===== src/rtl/multdiv_pkg.sv =====
// multdiv_pkg
//   Shared types and constants for the iterative multiply/divide unit.
//   Holds the control state encoding, the fixed iteration counts and the
//   two operand values that trigger the divide overflow special case.
//   The last-iteration counter values are precomputed at the 5-bit counter
//   width so the FSM compares like-sized quantities.
package multdiv_pkg;

  typedef enum logic [1:0] {
    IDLE = 2'd0,
    MULT = 2'd1,
    DIV  = 2'd2,
    DONE = 2'd3
  } state_e;

  localparam int MULT_ITERS = 16;
  localparam int DIV_ITERS  = 32;

  localparam logic [4:0] MULT_LAST = 5'(MULT_ITERS - 1);
  localparam logic [4:0] DIV_LAST  = 5'(DIV_ITERS - 1);

  localparam logic [31:0] INT_MIN = 32'h8000_0000;
  localparam logic [31:0] NEG_ONE = 32'hFFFF_FFFF;

endpackage


===== src/rtl/multdiv_unit_booth.sv =====
// booth_r4_sel
//   Radix-4 modified Booth partial product selector (combinational).
//   Ports:
//     window_i [2:0]  Booth window {b[2i+1], b[2i], b[2i-1]}
//     a_i      [31:0] signed multiplicand
//     pp_o     [33:0] sign-extended partial product, ones-complemented
//                     when the selected multiple is negative
//     neg_o           negate flag; the consumer adds it as a carry-in so
//                     that pp_o + neg_o equals the true two's complement
//                     multiple (0, +A, -A, +2A or -2A)
module booth_r4_sel
  import multdiv_pkg::*;
(
  input  logic [2:0]  window_i,
  input  logic [31:0] a_i,
  output logic [33:0] pp_o,
  output logic        neg_o
);

  logic [33:0] aExt;
  logic [33:0] mag;
  logic        negSel;

  // Pick the magnitude (A or 2A) and the sign from the 3-bit window.
  // Windows 000 and 111 select zero and never negate.
  always_comb begin
    aExt   = {{2{a_i[31]}}, a_i};
    mag    = '0;
    negSel = 1'b0;
    case (window_i)
      3'b001, 3'b010: mag = aExt;
      3'b011:         mag = {aExt[32:0], 1'b0};
      3'b100: begin
        mag    = {aExt[32:0], 1'b0};
        negSel = 1'b1;
      end
      3'b101, 3'b110: begin
        mag    = aExt;
        negSel = 1'b1;
      end
      default: begin
        mag    = '0;
        negSel = 1'b0;
      end
    endcase
    pp_o  = negSel ? ~mag : mag;
    neg_o = negSel;
  end

endmodule


===== src/rtl/multdiv_unit.sv =====
// multdiv_unit
//   Iterative signed 32-bit multiply/divide unit for the execute stage.
//   Multiply: radix-4 modified Booth, 16 iterations, result is the low 32
//   bits of the product, exception flags signed overflow.
//   Divide: non-restoring division on operand magnitudes, 32 iterations,
//   quotient truncated toward zero with sign fix-up; divide-by-zero and
//   INT_MIN / -1 are resolved at accept and flagged as exceptions.
//   Configuration macro: MULTDIV_DIV_EN builds the divider datapath and
//   the DIV state; without it an accepted divide completes immediately
//   with result 0 and exception 1.
//   Ports:
//     clk         rising-edge clock
//     clr         synchronous active-high reset, aborts any operation
//     start_mult  start a multiply (sampled only in IDLE, has priority)
//     start_div   start a divide (sampled only in IDLE)
//     operand_a   signed multiplicand / dividend
//     operand_b   signed multiplier / divisor
//     result      registered result, held until the next completion
//     result_rdy  one-cycle pulse while in DONE
//     exception   registered exception flag, valid with result_rdy
//     busy        high in MULT, DIV and DONE
module multdiv_unit
  import multdiv_pkg::*;
(
  input  logic        clk,
  input  logic        clr,
  input  logic        start_mult,
  input  logic        start_div,
  input  logic [31:0] operand_a,
  input  logic [31:0] operand_b,
  output logic [31:0] result,
  output logic        result_rdy,
  output logic        exception,
  output logic        busy
);

  state_e      state_q, state_d;
  logic [4:0]  count_q, count_d;
  logic [31:0] result_q, result_d;
  logic        exc_q, exc_d;

  // Multiply datapath: acc holds {partial product high 34 bits, multiplier
  // bits still to be consumed}; boothPrev is the implicit b[-1] bit.
  logic [65:0] acc_q, acc_d;
  logic        boothPrev_q, boothPrev_d;
  logic [31:0] mcand_q, mcand_d;

  logic [33:0] pp;
  logic        ppNeg;
  logic [33:0] hiSum;
  logic [65:0] accStep;

  booth_r4_sel u_booth (
    .window_i (({acc_q[1:0], boothPrev_q})),
    .a_i      (mcand_q),
    .pp_o     (pp),
    .neg_o    (ppNeg)
  );

  // One Booth step: add the selected multiple into the upper part, then
  // arithmetic shift the whole accumulator right by two.
  always_comb begin
    hiSum   = acc_q[65:32] + pp + {33'd0, ppNeg};
    accStep = {{2{hiSum[33]}}, hiSum, acc_q[31:2]};
  end

`ifdef MULTDIV_DIV_EN
  // Divide datapath: rem is the signed partial remainder, quo shifts the
  // dividend magnitude out at the top and quotient bits in at the bottom.
  logic [32:0] rem_q, rem_d;
  logic [31:0] quo_q, quo_d;
  logic [31:0] dvsr_q, dvsr_d;
  logic        negQ_q, negQ_d;

  logic [31:0] absA, absB;
  logic [32:0] remShift, remNext;
  logic [31:0] quoNext;

  // |INT_MIN| wraps back to 0x80000000, which is correct as an unsigned
  // magnitude.  The partial remainder never exceeds the divisor magnitude,
  // so dropping rem_q[32] on the left shift loses no information.
  always_comb begin
    absA     = operand_a[31] ? (32'd0 - operand_a) : operand_a;
    absB     = operand_b[31] ? (32'd0 - operand_b) : operand_b;
    remShift = {rem_q[31:0], quo_q[31]};
    remNext  = rem_q[32] ? (remShift + {1'b0, dvsr_q})
                         : (remShift - {1'b0, dvsr_q});
    quoNext  = {quo_q[30:0], ~remNext[32]};
  end
`endif

  // State and datapath registers; clr wins over every transition.
  always_ff @(posedge clk) begin
    if (clr) begin
      state_q     <= IDLE;
      count_q     <= '0;
      result_q    <= '0;
      exc_q       <= 1'b0;
      acc_q       <= '0;
      boothPrev_q <= 1'b0;
      mcand_q     <= '0;
`ifdef MULTDIV_DIV_EN
      rem_q       <= '0;
      quo_q       <= '0;
      dvsr_q      <= '0;
      negQ_q      <= 1'b0;
`endif
    end else begin
      state_q     <= state_d;
      count_q     <= count_d;
      result_q    <= result_d;
      exc_q       <= exc_d;
      acc_q       <= acc_d;
      boothPrev_q <= boothPrev_d;
      mcand_q     <= mcand_d;
`ifdef MULTDIV_DIV_EN
      rem_q       <= rem_d;
      quo_q       <= quo_d;
      dvsr_q      <= dvsr_d;
      negQ_q      <= negQ_d;
`endif
    end
  end

  // Next-state and datapath control.  Result and exception are written on
  // the same edge that enters DONE so they line up with result_rdy.
  always_comb begin
    state_d     = state_q;
    count_d     = count_q;
    result_d    = result_q;
    exc_d       = exc_q;
    acc_d       = acc_q;
    boothPrev_d = boothPrev_q;
    mcand_d     = mcand_q;
`ifdef MULTDIV_DIV_EN
    rem_d       = rem_q;
    quo_d       = quo_q;
    dvsr_d      = dvsr_q;
    negQ_d      = negQ_q;
`endif
    case (state_q)
      IDLE: begin
        if (start_mult) begin
          mcand_d     = operand_a;
          acc_d       = {34'd0, operand_b};
          boothPrev_d = 1'b0;
          count_d     = '0;
          state_d     = MULT;
        end else if (start_div) begin
`ifdef MULTDIV_DIV_EN
          count_d = '0;
          rem_d   = '0;
          quo_d   = absA;
          dvsr_d  = absB;
          negQ_d  = operand_a[31] ^ operand_b[31];
          if (operand_b == '0) begin
            result_d = '0;
            exc_d    = 1'b1;
            state_d  = DONE;
          end else if ((operand_a == INT_MIN) && (operand_b == NEG_ONE)) begin
            result_d = INT_MIN;
            exc_d    = 1'b1;
            state_d  = DONE;
          end else begin
            state_d = DIV;
          end
`else
          result_d = '0;
          exc_d    = 1'b1;
          state_d  = DONE;
`endif
        end
      end
      MULT: begin
        acc_d       = accStep;
        boothPrev_d = acc_q[1];
        count_d     = count_q + 5'd1;
        if (count_q == MULT_LAST) begin
          state_d  = DONE;
          result_d = accStep[31:0];
          // Overflow unless bits 63..31 are a pure sign extension.
          exc_d    = ~((&accStep[63:31]) | ~(|accStep[63:31]));
        end
      end
`ifdef MULTDIV_DIV_EN
      DIV: begin
        rem_d   = remNext;
        quo_d   = quoNext;
        count_d = count_q + 5'd1;
        if (count_q == DIV_LAST) begin
          state_d  = DONE;
          result_d = negQ_q ? (32'd0 - quoNext) : quoNext;
          exc_d    = 1'b0;
        end
      end
`endif
      DONE: begin
        state_d = IDLE;
      end
      default: begin
        state_d = IDLE;
      end
    endcase
  end

  assign result     = result_q;
  assign exception  = exc_q;
  assign result_rdy = (state_q == DONE);
  assign busy       = (state_q != IDLE);

endmodule

===== config.mk =====
export PLATFORM = sky130hd
export DESIGN_NAME = multdiv_unit
export DESIGN_NICKNAME = d
export VERILOG_FILES = /design/src/rtl/multdiv_pkg.sv /design/src/rtl/multdiv_unit_booth.sv /design/src/rtl/multdiv_unit.sv
export SDC_FILE = /design/constraint.sdc
export NUM_CORES = 1
export LEC_CHECK = 0
export ABC_AREA = 1
export CORE_MARGIN = 5
export CORE_UTILIZATION = 35
export DETAILED_ROUTE_END_ITERATION = 8
export SLEW_MARGIN = 10
export SYNTH_ARGS = -nofsm -noshare
export SYNTH_HDL_FRONTEND = slang
export SYNTH_SLANG_ARGS = --single-unit

===== constraint.sdc =====
create_clock -name clk -period 6.7 [get_ports clk]
set_input_delay 1.34 -clock clk [delete_from_list [all_inputs] [get_ports clk]]
set_output_delay 1.34 -clock clk [all_outputs]
set_load 0.02 [all_outputs]

==> results of run 1 <==
==> per-stage QoR <==
| step | utilization | hold slack, ns | cells |
|---|---|---|---|
| CTS | 0.431 | 0.466 | 1751 |
| detailed placement | 0.407 | 0.458 | 1719 |
| finish | 0.431 | 0.464 | 1751 |
| floorplan | - | 0.441 | 1342 |
| global route | 0.431 | 0.488 | 1751 |
| global placement | 0.407 | 0.451 | 1719 |
==> cell usage in the layout, fill, tap and decap left out, drive strengths merged <==
cell type / Yosys / routed
clkinv: 1 / 6
clkdlybuf4s50: 0 / 101
a21o: 1 / 1
clkinvlp: 0 / 4
fa: 1 / 1
o22ai: 33 / 33
and2: 1 / 1
mux2i: 1 / 1
o2111ai: 1 / 1
nand3: 90 / 90
or2: 2 / 2
ha: 38 / 38
o21ai: 95 / 95
a21boi: 2 / 2
a211oi: 3 / 3
nand3b: 2 / 2
a31oi: 32 / 32
nor4: 6 / 6
buf: 7 / 10
nor2: 93 / 93
nand2: 390 / 390
xor2: 39 / 39
clkbuf: 51 / 17
inv: 164 / 170
o311a: 1 / 1
nand4: 8 / 8
nor3: 8 / 8
a221oi: 1 / 1
a21oi: 128 / 128
xnor2: 2 / 2
dfxtp: 137 / 137
o21bai: 4 / 4
==> worst min-delay path, cell delays in order (launching register included) <==
cell	delay [ns]
dfxtp_1	0.31
nand2_1	0.06
a21oi_1	0.05
==> power by group <==
group	switching (mW)	total, mW	leakage [nW]	internal (mW)
Combinational	0.599	0.926	3.19	0.327
Clock	0.420	0.906	0.264	0.487
Sequential	0.0558	0.984	1.12	0.928
==> worst max path at each step <==
| stage | to | start |
|---|---|---|
| 3_3_place_gp | exception | acc_q[0] |
| 4_1_cts | exception | acc_q[0] |
| 5_1_grt | exception | acc_q[0] |
| 2_1_floorplan | exception | acc_q[0] |
| 3_5_place_dp | exception | acc_q[0] |
| 6_report | exception | acc_q[0] |
==> layer usage <==
| layer | global-route usage | vias to the layer above | part of all wire |
|---|---|---|---|
| li1 | - | 4534 | - |
| met1 | 0.256 | 3965 | 0.48 |
| met2 | 0.293 | 237 | 0.44 |
| met3 | 0.0459 | 35 | 0.064 |
| met4 | 0.0487 | 0 | 0.017 |
| met5 | 0 | - | 0 |
==> registers in the layout (all words and copies together), names as in the netlist <==
| register | cells |
|---|---|
| acc_q | 64 |
| mcand_q | 32 |
| result | 32 |
| count_q | 5 |
| state_q | 2 |
| boothPrev_q | 1 |
| exception | 1 |
==> final cells by class <==
class | count | area, um^2
Clock buffer | 17 | 425
Clock inverter | 15 | 135
Inverter | 165 | 619
Sequential cell | 137 | 2740
Tap cell | 324 | 405
Fill cell | 2504 | 13800
Multi-Input combinational cell | 982 | 5000
Timing Repair Buffer | 111 | 1080
==> cell families after synthesis <==
logic type,count (synthesis)
buffers and inverters,223
flip-flops,137
adder cells (fa/ha/maj),39
multiplexers,1
AO/OA/AOI/OAI,301
XOR/XNOR,41
AND/OR/NAND/NOR,600
==> run metrics, run 1 <==
status=complete, no violations; Hold Path Sink=count_q[4]; via density per instance=approximately 5; clock buffer count from CTS=17; global-route wire length before repair=42,800 um; Reg clk slew, reported paths=0.07 ns; Mapped Area=about 0.0086 mm^2; die width=166 um; WL final=~26,000 um; per-cell routed wire length=roughly 15 um; crit path kind=reg2reg; origin of the critical flop-to-flop path=acc_q[0]; RR Endpoint=exception; Max-Cap Viols=0; Post-Syn Nets=1,449; Syn-to-layout area delta=21.6%; Primary FF master, synth=dfxtp_1; final hold vios=0; placed cell areas=0.00985 mm^2; initial DRC count=between 500 and 600; final setup margin=2.30 ns; Residual DRC=0; Synth top area share=0.320; mux share of post-synthesis cell area=0.00117; FP Rows=57; Clk Latency, worst-skew pair=around 0.43 ns; number of flops mapped to enable cells by yosys=0; initial antenna violation count=0; Leakage=4.58 nW; Initial Util=0.354; HP Class=reg2reg; sequential area share after synthesis=0.320; antenna cell count=0; Synth Area in Simple Gates=0.290; Final ANT Viol Nets=0; # resized after CTS=0; worst reg2reg setup slack=2.30 ns; Setup Buffers After CTS=0; VDD IR max=about 0.00017 V; Post-synth top cells=379 x nand2_1, 161 x inv_1, 137 x dfxtp_1; Buffers on Ports=102; crit-path max FO=32; Worst Setup End Kind=flop; layout cell share with drive strength beyond 1=0.0491; Distinct cells, synth=37; CTS Sinks=137; setup_tns=0 ns; Core Region=roughly 0.024 mm^2; RePlAce Congestion=0.999; CTS H-tree depth=4; unrepaired setup endpoints after global routing=no; clk root buf=clkbuf_16; vias in the first global route=8,391; synth top area cells=dfxtp_1 32%, nand2_1 17%, a21oi_1 7.5%, inv_1 7.1%, ha_1 5.6%; Post-synth ARST share=0; largest net degree at the start of global routing=82; Worst Tran Pin Value=between 1 and 1.5 ns; largest family of logic cells by synthesized area=simple AND/OR/NAND/NOR gates; Slowest cell on crit path=nand3_2; Post-Route Skew=roughly 0.018 ns; register bit count reported by yosys=between 100 and 150; Yosys top cell by area=dfxtp_1; maximum clock path buffer count=2; hpwl dp=19,400 um; DIE AREA=0.0277 mm^2; Adder-Cell Fraction of Synth Area=0.0579; Synth Instances=1,342; most used cell, CP=nand2_1; Hold Path Stages=2; I/O pins=between 100 and 150; GRT Total Usage=0.186; Pre-antenna DRT Iters=6; syn_area_per_cell=6.38 um^2; CP delay by family, top=simple AND/OR/NAND/NOR gates; Synth Area in Compound Gates=0.190; worst-path cell chain=inv_1 > ha_1 > nand2_1 > nand3_2 > xor2_1 > ha_1 > a21oi_1 > inv_1 > nor2_1 > inv_1 > a21oi_1 > nor2_1 > nor2_1 > nand2_1 > nand2_1 > nand3_1 > nor2_1 > nand3_1 > nand2_1 > nand3_1 > nand2_1 > inv_1; worst slack at placement=roughly 2.3 ns; pwr/cell area=271 mW/mm^2; fmax=0.227 GHz; Ys Warns=0; Slew Limit Fails=0; cell area after layout=around 0.010 mm^2; crit start category=flop; critical path depth in cells=22; Slew headroom=0.265; Die Y-Extent=166 um; overall power after layout=2.82 mW; Worst R2R Path Depth=22; XOR/XNOR share of the synthesized area=0.0419; final setup fails=0; Final #Nets=1,521; CTS tree=built; hold path startpoint=count_q[4]; Final min period=around 4.4 ns; top-count cell post-synth=nand2_1; max incr delay on CP=roughly 0.79 ns; CP Data Arrival Time=between 4 and 5 ns; vias=8,771; period utilisation layout=0.657; gr ovfl total=0; Post-CTS Hold Buffers=0; WP buf/inv=4; Crit path required time=a little over 7 ns
No activity file was read; power rests on OpenSTA's default activity.
==> run 2: changes to the inputs <==
- clock period: 6.7 -> 4.1 ns (I/O delays scaled with it)
==> run metrics, run 2 (synthesis gave the netlist of run 1 again) <==
Slew Limit Fails=0 (unchanged); busiest grt layer=met2; Critical Path Start=acc_q[0]; Post-Route Skew=0.0214 ns (+0.00379 ns); antenna cell count=0 (unchanged); commonest non-fill, non-tap cell in the layout=nand2_1; initial antenna violation count=0 (unchanged); initial DRC count=478 (-11%); Core Region=0.0242 mm^2 (unchanged); CTS Sinks=137 (unchanged); final setup fails=0 (unchanged); CTS H-tree depth=4 (unchanged); Reg clk slew, reported paths=0.07 ns (about the same); Filler cells=2,514 (+0.40%); Initial Util=0.354 (unchanged); pwr/cell area=442 mW/mm^2 (+64%); HP Class=reg2reg; DIE AREA=0.0277 mm^2 (unchanged); global routing met3 resource utilization=0.0424 (-0.00357); per-cell routed wire length=15.0 um (+1.3%); Crit path required time=4.42 ns (-2.62 ns); CP Data Arrival Time=4.11 ns (-0.63 ns); clk root buf=clkbuf_16; GRT Total Usage=0.185 (-0.00134); Syn-to-layout area delta=22.8%; fmax=0.264 GHz (+16%); crit path kind=reg2reg; crit-path max FO=32 (unchanged); status=complete, no violations; vias=8,789 (+0.21%); Die Y-Extent=166 um (unchanged); final setup margin=0.309 ns (-1.99 ns); setup_tns=0 ns (unchanged); clock buffer count from CTS=17 (unchanged); worst reg2reg setup slack=0.31 ns (-1.99 ns); Worst Setup EP=exception; Buffers on Ports=102 (unchanged); VDD IR max=0.000256 V (+49%); WL final=26,400 um (+1.7%); die width=166 um (unchanged); maximum clock path buffer count=2 (unchanged); Final ANT Viol Nets=0 (unchanged); Pre-antenna DRT Iters=6 (unchanged); Leakage=4.64 nW (+1.3%); CTS tree=built; register with the most flip-flops=acc_q; met2 Resource Use GR=0.298 (+0.00495); Max-Cap Viols=0 (unchanged); crit start category=flop; Slew headroom=0.272 (+0.00725); Worst R2R Path Depth=26 (+18%); RR Endpoint=exception; layout cell share with drive strength beyond 1=0.0530 (+0.00398); largest net degree at the start of global routing=82 (unchanged); FP Rows=57 (unchanged); cell area after layout=0.0105 mm^2 (+0.97%); final hold vios=0 (unchanged); worst slack at placement=0.333 ns (-1.97 ns); Final min period=3.79 ns (-0.610 ns); Worst Tran Pin Value=1.09 ns (-0.0109 ns); met1 Track Usage GR=0.249 (-0.00702); RePlAce Congestion=0.944 (-5.5%); placed cell areas=0.00991 mm^2 (+0.56%); max FFs per register=64 (unchanged); Final Util=0.435 (+0.00419); global-route wire length before repair=42,500 um (-0.60%); Clk Latency, worst-skew pair=0.43 ns (about the same); Placed Cells=1,723 (+0.23%); via density per instance=5.00 (-0.14%); period utilisation layout=0.925 (+0.268); Post-Layout Cell Count=1,757 (+0.34%); I/O pins=103 (unchanged); origin of the critical flop-to-flop path=acc_q[0]; vias in the first global route=8,377 (-0.17%); Final #Nets=1,527 (+0.39%); hpwl dp=19,700 um (+1.7%); Residual DRC=0 (unchanged); Worst Setup End Kind=flop; commonest cells after routing, fill and taps aside=379 x nand2_1, 159 x inv_1, 137 x dfxtp_1; gr ovfl total=0 (unchanged)
[run 2: changes by cell type in the layout (fill, tap and decap cells not counted)]
cell        before  now
clkinvlp_4       4    2
buf_12           0    2
mux2i_4          0    1
clkbuf_16       17   18
clkinv_8         1    0
mux2i_2          1    0
inv_8            2    4
clkbuf_8         0    1
buf_4            9   12
[run 2: how the worst min path moves through the flow]
stage,start,end,cells past startpoint
after global placement,count_q[4],count_q[4],2
after global routing,acc_q[43],acc_q[43],2
final,count_q[4],count_q[4],2
after floorplan,count_q[4],count_q[4],2
after detailed placement,count_q[4],count_q[4],2
after CTS,count_q[4],count_q[4],2
[run 2: what timing repair did]
item	4_1_cts	5_1_grt
setup buffers	0	1
hold buffers	0	0
gates resized for setup	0	1
endpoints found under the setup margin	0	1
[run 2: where the power goes]
part / total (mW) / switching [mW] / internal [mW] / leakage [nW]
logic: 1.54 / 0.990 / 0.551 / 3.24
clock network: 1.50 / 0.685 / 0.817 / 0.276
registers: 1.61 / 0.0917 / 1.52 / 1.12
total: 4.65 / 1.77 / 2.88 / 4.64
[run 2: area by class of cell]
class,count,area [um^2],area share
Clock inverter,14,126,0.0120
Timing Repair Buffer,117,1170,0.111
Inverter,165,619,0.0589
Clock buffer,18,439,0.0418
Tap cell,324,405,0.0386
Sequential cell,137,2740,0.261
Multi-Input combinational cell,982,5010,0.476
[run 2: metal layers]
metal | part of all wire | vias up
met5 | 0 | -
met2 | 0.45 | 188
li1 | - | 4563
met4 | 0.016 | 0
met3 | 0.056 | 32
met1 | 0.47 | 4006
[run 2: stage by stage]
| step | hold WS, ns | total power [mW] |
|---|---|---|
| 2_1_floorplan | 0.441 | 2.62 |
| 3_3_place_gp | 0.449 | 3.15 |
| 3_5_place_dp | 0.455 | 3.15 |
| 4_1_cts | 0.465 | 4.67 |
| 5_1_grt | 0.491 | 4.95 |
| 6_report | 0.460 | 4.65 |
[run 2: critical path, stage by stage (launching register included)]
cell and delay [ns]:
dfxtp_1 0.34, inv_1 0.09, ha_1 0.21, nand2_1 0.11, nand3_2 0.11, buf_12 0.23
inv_1 0.08, xor2_1 0.19, fa_1 0.46, inv_1 0.12, nand2_1 0.06, nand2_1 0.11
nand3_1 0.14, nand2_1 0.16, nand2_1 0.08, nand2_2 0.12, nor2_1 0.07, nor2_1 0.19
nand2_1 0.07, nor2_1 0.12, nand3_1 0.12, nor2_1 0.14, nand3_1 0.10, nand2_1 0.07
nand3_1 0.07, nand2_1 0.07, inv_1 0.04
==> run 3: changes to the inputs <==
- ABC_CLOCK_PERIOD_IN_PS: default -> 4100
==> results of run 3 <==
Final layout, timing and power as in run 2 (identical DEF).
